`config.mk`:
```
export PLATFORM = sky130hd
export DESIGN_NAME = mem_port_master
export DESIGN_NICKNAME = d
export VERILOG_FILES = /design/src/rtl/mem_pkg.sv /design/src/rtl/mem_load_ext.sv /design/src/rtl/mem_port_master.sv
export SDC_FILE = /design/constraint.sdc
export NUM_CORES = 1
export LEC_CHECK = 0
export CAP_MARGIN = 20
export CORE_MARGIN = 2
export CORE_UTILIZATION = 57
export DETAILED_ROUTE_END_ITERATION = 6
export DONT_BUFFER_PORTS = 1
export GPL_ROUTABILITY_DRIVEN = 1
export PLACE_DENSITY = 0.72
export SLEW_MARGIN = 20
export SYNTH_ARGS = -nofsm -noshare
export SYNTH_HDL_FRONTEND = slang
export SYNTH_SLANG_ARGS = --single-unit
```
`constraint.sdc`:
```
create_clock -name clk_i -period 2.85 [get_ports clk_i]
set_input_delay 0.57 -clock clk_i [delete_from_list [all_inputs] [get_ports clk_i]]
set_output_delay 0.57 -clock clk_i [all_outputs]
set_load 0.02 [all_outputs]
```
`src/rtl/mem_pkg.sv`:
```
// Shared types and helpers for the data-RAM port master and its load path.
package mem_pkg;

  typedef enum logic [1:0] {
    MEM_BYTE = 2'b00,
    MEM_HALF = 2'b01,
    MEM_WORD = 2'b10,
    MEM_ILL  = 2'b11
  } mem_size_e;

  typedef enum logic [1:0] {
    IDLE,
    ACCESS,
    CAPTURE,
    RESP
  } mpm_state_e;

  function automatic logic [3:0] size_to_we(mem_size_e size);
    case (size)
      MEM_BYTE: return 4'b0001;
      MEM_HALF: return 4'b0011;
      MEM_WORD: return 4'b1111;
      default:  return 4'b0000;
    endcase
  endfunction

  // Illegal size reports 4 so the range check stays meaningful; it faults anyway.
  function automatic logic [2:0] size_to_nbytes(mem_size_e size);
    case (size)
      MEM_BYTE: return 3'd1;
      MEM_HALF: return 3'd2;
      default:  return 3'd4;
    endcase
  endfunction

endpackage

```
`src/rtl/mem_load_ext.sv`:
```
// Combinational load-data extender: selects byte/half/word from the RAM word and extends it.
module mem_load_ext
  import mem_pkg::*;
(
  input  logic [31:0] rdata,
  input  mem_size_e   size,
  input  logic        zero_ext,
  output logic [31:0] data
);

  always_comb begin
    data = rdata;
    case (size)
      MEM_BYTE: data = zero_ext ? {24'b0, rdata[7:0]}  : {{24{rdata[7]}}, rdata[7:0]};
      MEM_HALF: data = zero_ext ? {16'b0, rdata[15:0]} : {{16{rdata[15]}}, rdata[15:0]};
      default:  data = rdata;
    endcase
  end

endmodule

```
`src/rtl/mem_port_master.sv`:
```
// Load/store initiator for one data-RAM port: checks requests, drives the RAM, returns extended data.
module mem_port_master
  import mem_pkg::*;
#(
  parameter int unsigned ADDR_WIDTH       = 32,
  parameter int unsigned DATA_DEPTH       = 8192,
  parameter int unsigned ALLOW_MISALIGNED = 0
) (
  input  logic                  clk_i,
  input  logic                  rst_i,
  input  logic                  req_valid_i,
  output logic                  req_ready_o,
  input  logic                  req_we_i,
  input  logic [1:0]            req_size_i,
  input  logic                  req_unsigned_i,
  input  logic [ADDR_WIDTH-1:0] req_addr_i,
  input  logic [31:0]           req_wdata_i,
  output logic                  rsp_valid_o,
  input  logic                  rsp_ready_i,
  output logic [31:0]           rsp_rdata_o,
  output logic                  rsp_fault_o,
  output logic                  rsp_misalign_o,
  output logic                  ram_en_o,
  output logic [3:0]            ram_we_o,
  output logic [ADDR_WIDTH-1:0] ram_addr_o,
  output logic [31:0]           ram_wdata_o,
  input  logic [31:0]           ram_rdata_i
);

  localparam logic [ADDR_WIDTH:0] DEPTH = (ADDR_WIDTH+1)'(DATA_DEPTH);

  mpm_state_e            state, state_next;
  logic                  req_we_q;
  mem_size_e             req_size_q;
  logic                  req_uns_q;
  logic [ADDR_WIDTH-1:0] req_addr_q;
  logic [31:0]           req_wdata_q;
  logic                  fault_q;
  logic                  misalign_q;
  logic [31:0]           rdata_q;

  mem_size_e             size_in;
  logic [ADDR_WIDTH:0]   end_addr;
  logic                  fault_now;
  logic                  misalign_now;
  logic                  accept;
  logic [31:0]           ext_data;

  // One extra address bit keeps addr+nbytes from wrapping near the top of the space.
  always_comb begin
    size_in      = mem_size_e'(req_size_i);
    end_addr     = {1'b0, req_addr_i} + (ADDR_WIDTH+1)'(size_to_nbytes(size_in));
    fault_now    = (size_in == MEM_ILL) || (end_addr > DEPTH);
    misalign_now = (ALLOW_MISALIGNED == 0) &&
                   (((size_in == MEM_HALF) && req_addr_i[0]) ||
                    ((size_in == MEM_WORD) && (req_addr_i[1:0] != 2'b00)));
    accept       = req_valid_i && req_ready_o;
  end

  mem_load_ext u_load_ext (
    .rdata    (ram_rdata_i),
    .size     (req_size_q),
    .zero_ext (req_uns_q),
    .data     (ext_data)
  );

  always_ff @(posedge clk_i) begin
    if (rst_i) state <= IDLE;
    else       state <= state_next;
  end

  always_comb begin
    state_next = state;
    case (state)
      IDLE:    if (accept) state_next = (fault_now || misalign_now) ? RESP : ACCESS;
      ACCESS:  state_next = req_we_q ? RESP : CAPTURE;
      CAPTURE: state_next = RESP;
      RESP:    if (rsp_ready_i) state_next = IDLE;
      default: state_next = IDLE;
    endcase
  end

  always_ff @(posedge clk_i) begin
    if (rst_i) begin
      req_we_q    <= 1'b0;
      req_size_q  <= MEM_BYTE;
      req_uns_q   <= 1'b0;
      req_addr_q  <= '0;
      req_wdata_q <= '0;
      fault_q     <= 1'b0;
      misalign_q  <= 1'b0;
      rdata_q     <= '0;
    end else if (accept) begin
      req_we_q    <= req_we_i;
      req_size_q  <= size_in;
      req_uns_q   <= req_unsigned_i;
      req_addr_q  <= req_addr_i;
      req_wdata_q <= req_wdata_i;
      fault_q     <= fault_now;
      misalign_q  <= misalign_now;
      rdata_q     <= '0;
    end else if (state == CAPTURE) begin
      rdata_q     <= ext_data;
    end
  end

  // RAM strobes are qualified by reset so an interrupted ACCESS commits nothing.
  always_comb begin
    req_ready_o    = (state == IDLE) && !rst_i;
    rsp_valid_o    = (state == RESP);
    rsp_rdata_o    = (state == RESP) ? rdata_q : '0;
    rsp_fault_o    = (state == RESP) && fault_q;
    rsp_misalign_o = (state == RESP) && misalign_q;
    ram_en_o       = (state == ACCESS) && !rst_i;
    ram_we_o       = (ram_en_o && req_we_q) ? size_to_we(req_size_q) : '0;
    ram_addr_o     = req_addr_q;
    ram_wdata_o    = req_wdata_q;
  end

endmodule

```
==> implementation parameters <==
Parameter                              Value

Outcome
  Status    finished, final reports clean

Worst hold path
  Origin of the worst min-delay path    rst_i
  Path category of the worst min-delay check    primary input to flop
  Hold path cells    1
  Hold EP    state[1]$_SDFFE_PP0P_

Finish
  Net count reported at finish    741
  Commonest cells after routing, fill and taps aside    nand2_1, dfxtp_1, o21ai_0, nor2_1, and2_1
  Final core utilization    0.612
  Filler Cells Inserted    817
  Fraction of final layout cells sized beyond drive strength 1    0.0811
  Flip-flop and latch area    2080 um^2
  Most common library cell in the layout ignoring fill and taps    nand2_1
  Antenna diode instance count    0
  Syn-to-layout area delta    5.98%
  Total area of multi-input combinational cells    2670 um^2

Clock network
  Later-pin clock latency in the skew report    0.36 ns
  CTS Root Cell    clkbuf_8
  Number of buffers inserted by post-CTS setup repair    0
  Cts bufs inserted    9
  Maximum number of buffers from clock root to sink    2
  Clock tree from TritonCTS    yes
  Hold-fix buffer count after cts    0
  Resized cells post-CTS    0
  H-tree Lvls    3
  Sinks on Clock Net    104
  Clock transition at the register clock pins on the worst setup and hold paths after CTS    0.09 ns

Floorplan
  Initial cell density of the core    0.577
  DIE HEIGHT    97.3 um
  Area of the core    8590 um^2
  Count of standard-cell rows    34
  Full die area    9460 um^2
  Die boundary width    97.3 um
  I/O pin count    209

Timing
  Worst clock skew    0.0109 ns
  Final period demand of the worst path    2.56 ns
  Share of the clock period used by the worst path after layout    0.898
  Setup violation total in the final timing report    0
  Count of pins over their slew limit    0
  Worst-Margin Slew    0.781 ns
  Unrepaired setup endpoints after global routing    no
  Hold slack final    0.274 ns
  Achievable Freq    391 MHz
  Final hold violation count    0
  Relative slew margins    0.476

Critical path
  Arrival @ worst endpoint    2.78 ns
  Type of element capturing the critical path    flop
  Element type at the critical path start    primary input
  Crit-path max FO    5
  Reg-to-Reg Start    state[0]$_SDFFE_PP0P_
  Worst-case register-to-register setup slack    0.72 ns
  Critical path type    primary input to flop
  Depth of the worst register-to-register path    9
  Data required time at the worst endpoint    3.06 ns
  R2R Path End    state[1]$_SDFFE_PP0P_

Route
  Number of design-rule violations left by the first detailed-router iteration    149
  Met1 routed wirelength after detailed routing    4.71 mm
  First-pass iteration count of the detailed router    4
  Routed wirelength normalized by instance count    16.2 um
  Antenna-violating nets left    0
  Met2 Routed Length    5.88 mm
  Number of remaining DRC errors    0
  Total via count in the routed design    4224
  Amount of wire on met3 after detailed routing    1.02 mm
  Avg Vias per Cell    5.73
  Highest routing layer actually used    met4
  Total length of routed wires    11.9 mm

Synth
  Share of synthesized registers carrying an async set or reset    0
  Number of synthesis warnings    0
  Flip-flop and latch count after synthesis    104
  Share of the synthesized area in the top cell type    0.420
  Sequential element share of the synthesized area    0.420
  Largest cells by area after synthesis    dfxtp_1, nand2_1, o21ai_0
  Most instantiated flip-flop cell in the synthesis netlist    dfxtp_1
  Post-synthesis cell type count    61
  Synthesized netlist cell count    639
  Net count after synthesis    756
  Avg Cell Area, Syn    7.76 um^2
  EDFF count, synth    0
  Largest area contributor in the synthesized netlist    dfxtp_1
  Post-synth design cell area    4960 um^2

GRT
  Overall Global Routing Usage    0.247
  Total grt overflow    0
  Initial antenna violation count    0
  Maximum number of pins on one net before global-route repair    69
  Number of global-route vias before repair    3941
  First-pass GRT wire length    19.5 mm

Placement
  Number of input and output port buffers inserted    0
  Detailed placement HPWL    8.99 mm
  Final Wtd Congestion    0.859

Power
  Pleak    1.98 nW
  PnR Total Power    4.10 mW
  Maximum resistive drop on vdd    341 uV
  Pwr per Cell Area    780 nW/um^2

Job
  Max-capacitance violation count    0
[cell type report]
type,instances,area share
clock inverters,5,0.0119
multi-input cells,481,0.507
flip-flops and latches,104,0.396
repair buffers,16,0.0236
inverters,12,0.00857
well taps,108,0.0257
clock buffers,11,0.0269
[state kept, by name, indices dropped and copies added, names as in the netlist]
signal	cells
misalign_q	1
ram_addr_o	32
state	2
rdata_q	32
req_we_q	1
ram_wdata_o	32
fault_q	1
req_uns_q	1
req_size_q	2
[worst max path at each step]
stage                                        to          start
after floorplan           state[1]$_SDFFE_PP0P_  req_size_i[0]
after CTS                  fault_q$_SDFFE_PP0P_  req_size_i[0]
after global routing       fault_q$_SDFFE_PP0P_  req_size_i[0]
after global placement     fault_q$_SDFFE_PP0P_  req_size_i[0]
final                      fault_q$_SDFFE_PP0P_  req_size_i[0]
after detailed placement   fault_q$_SDFFE_PP0P_  req_size_i[0]
[worst max-delay path, cell delays in order]
cell and delay, ns:
nor2_1 0.03, ha_1 0.20, fa_1 0.40, buf_4 0.16
xor2_1 0.13, nor4_1 0.30, o2111ai_1 0.16, a2111oi_0 0.44
and4_1 0.30, a31oi_1 0.09
[per-stage QoR]
step                TNS [ns]  cells  setup slack, ns  area, um^2
floorplan                  0    639            0.145        4960
global placement     -0.0403    720          -0.0258        5040
detailed placement    -0.151    721          -0.0805        5050
CTS                        0    737            0.318        5260
global route               0    737           0.0566        5260
finish                     0    737            0.289        5260
[synth_stat cells (2+ instances only)]
master,count
a311oi_1,2
mux2i_1,11
or3_1,3
o21ai_0,98
nand4b_1,2
buf_2,3
clkbuf_1,35
a211oi_1,3
nand4_1,8
and2_1,36
nand3_1,13
a21oi_1,32
and4_2,2
nor3_1,5
nand2b_1,2
ha_1,12
xnor2_1,6
and3_1,3
a2111oi_0,2
buf_1,2
or2_2,3
xor2_1,2
inv_1,11
nand2_1,149
and4_1,2
buf_4,2
dfxtp_1,104
nor4_1,5
nor2b_1,5
nor2_1,39
a22oi_1,2
a31oi_1,2
o31ai_1,4
mux2_2,2
[power by group]
group	switching (mW)	total (mW)	internal (mW)
Combinational	0.634	1.00	0.368
Clock	0.504	0.942	0.437
Sequential	0.386	2.16	1.77
Total	1.52	4.10	2.57
[cell families (layout without fill, tap and decap cells)]
group / count (synthesis) / after routing / share of synthesized area
XOR/XNOR: 8 / 8 / 0.0141
multiplexers: 14 / 14 / 0.0298
flip-flops: 104 / 104 / 0.420
buffers and inverters: 54 / 44 / 0.0431
AND/OR/NAND/NOR: 286 / 286 / 0.277
adder cells (fa/ha/maj): 13 / 13 / 0.0343
AO/OA/AOI/OAI: 160 / 160 / 0.182
[per-layer routing]
metal,GRT usage,vias up
li1,-,2137
met1,0.296,1901
met2,0.423,160
met3,0.0698,26
met4,0.0951,0
met5,0,-
(Power assumes the default switching activity.)
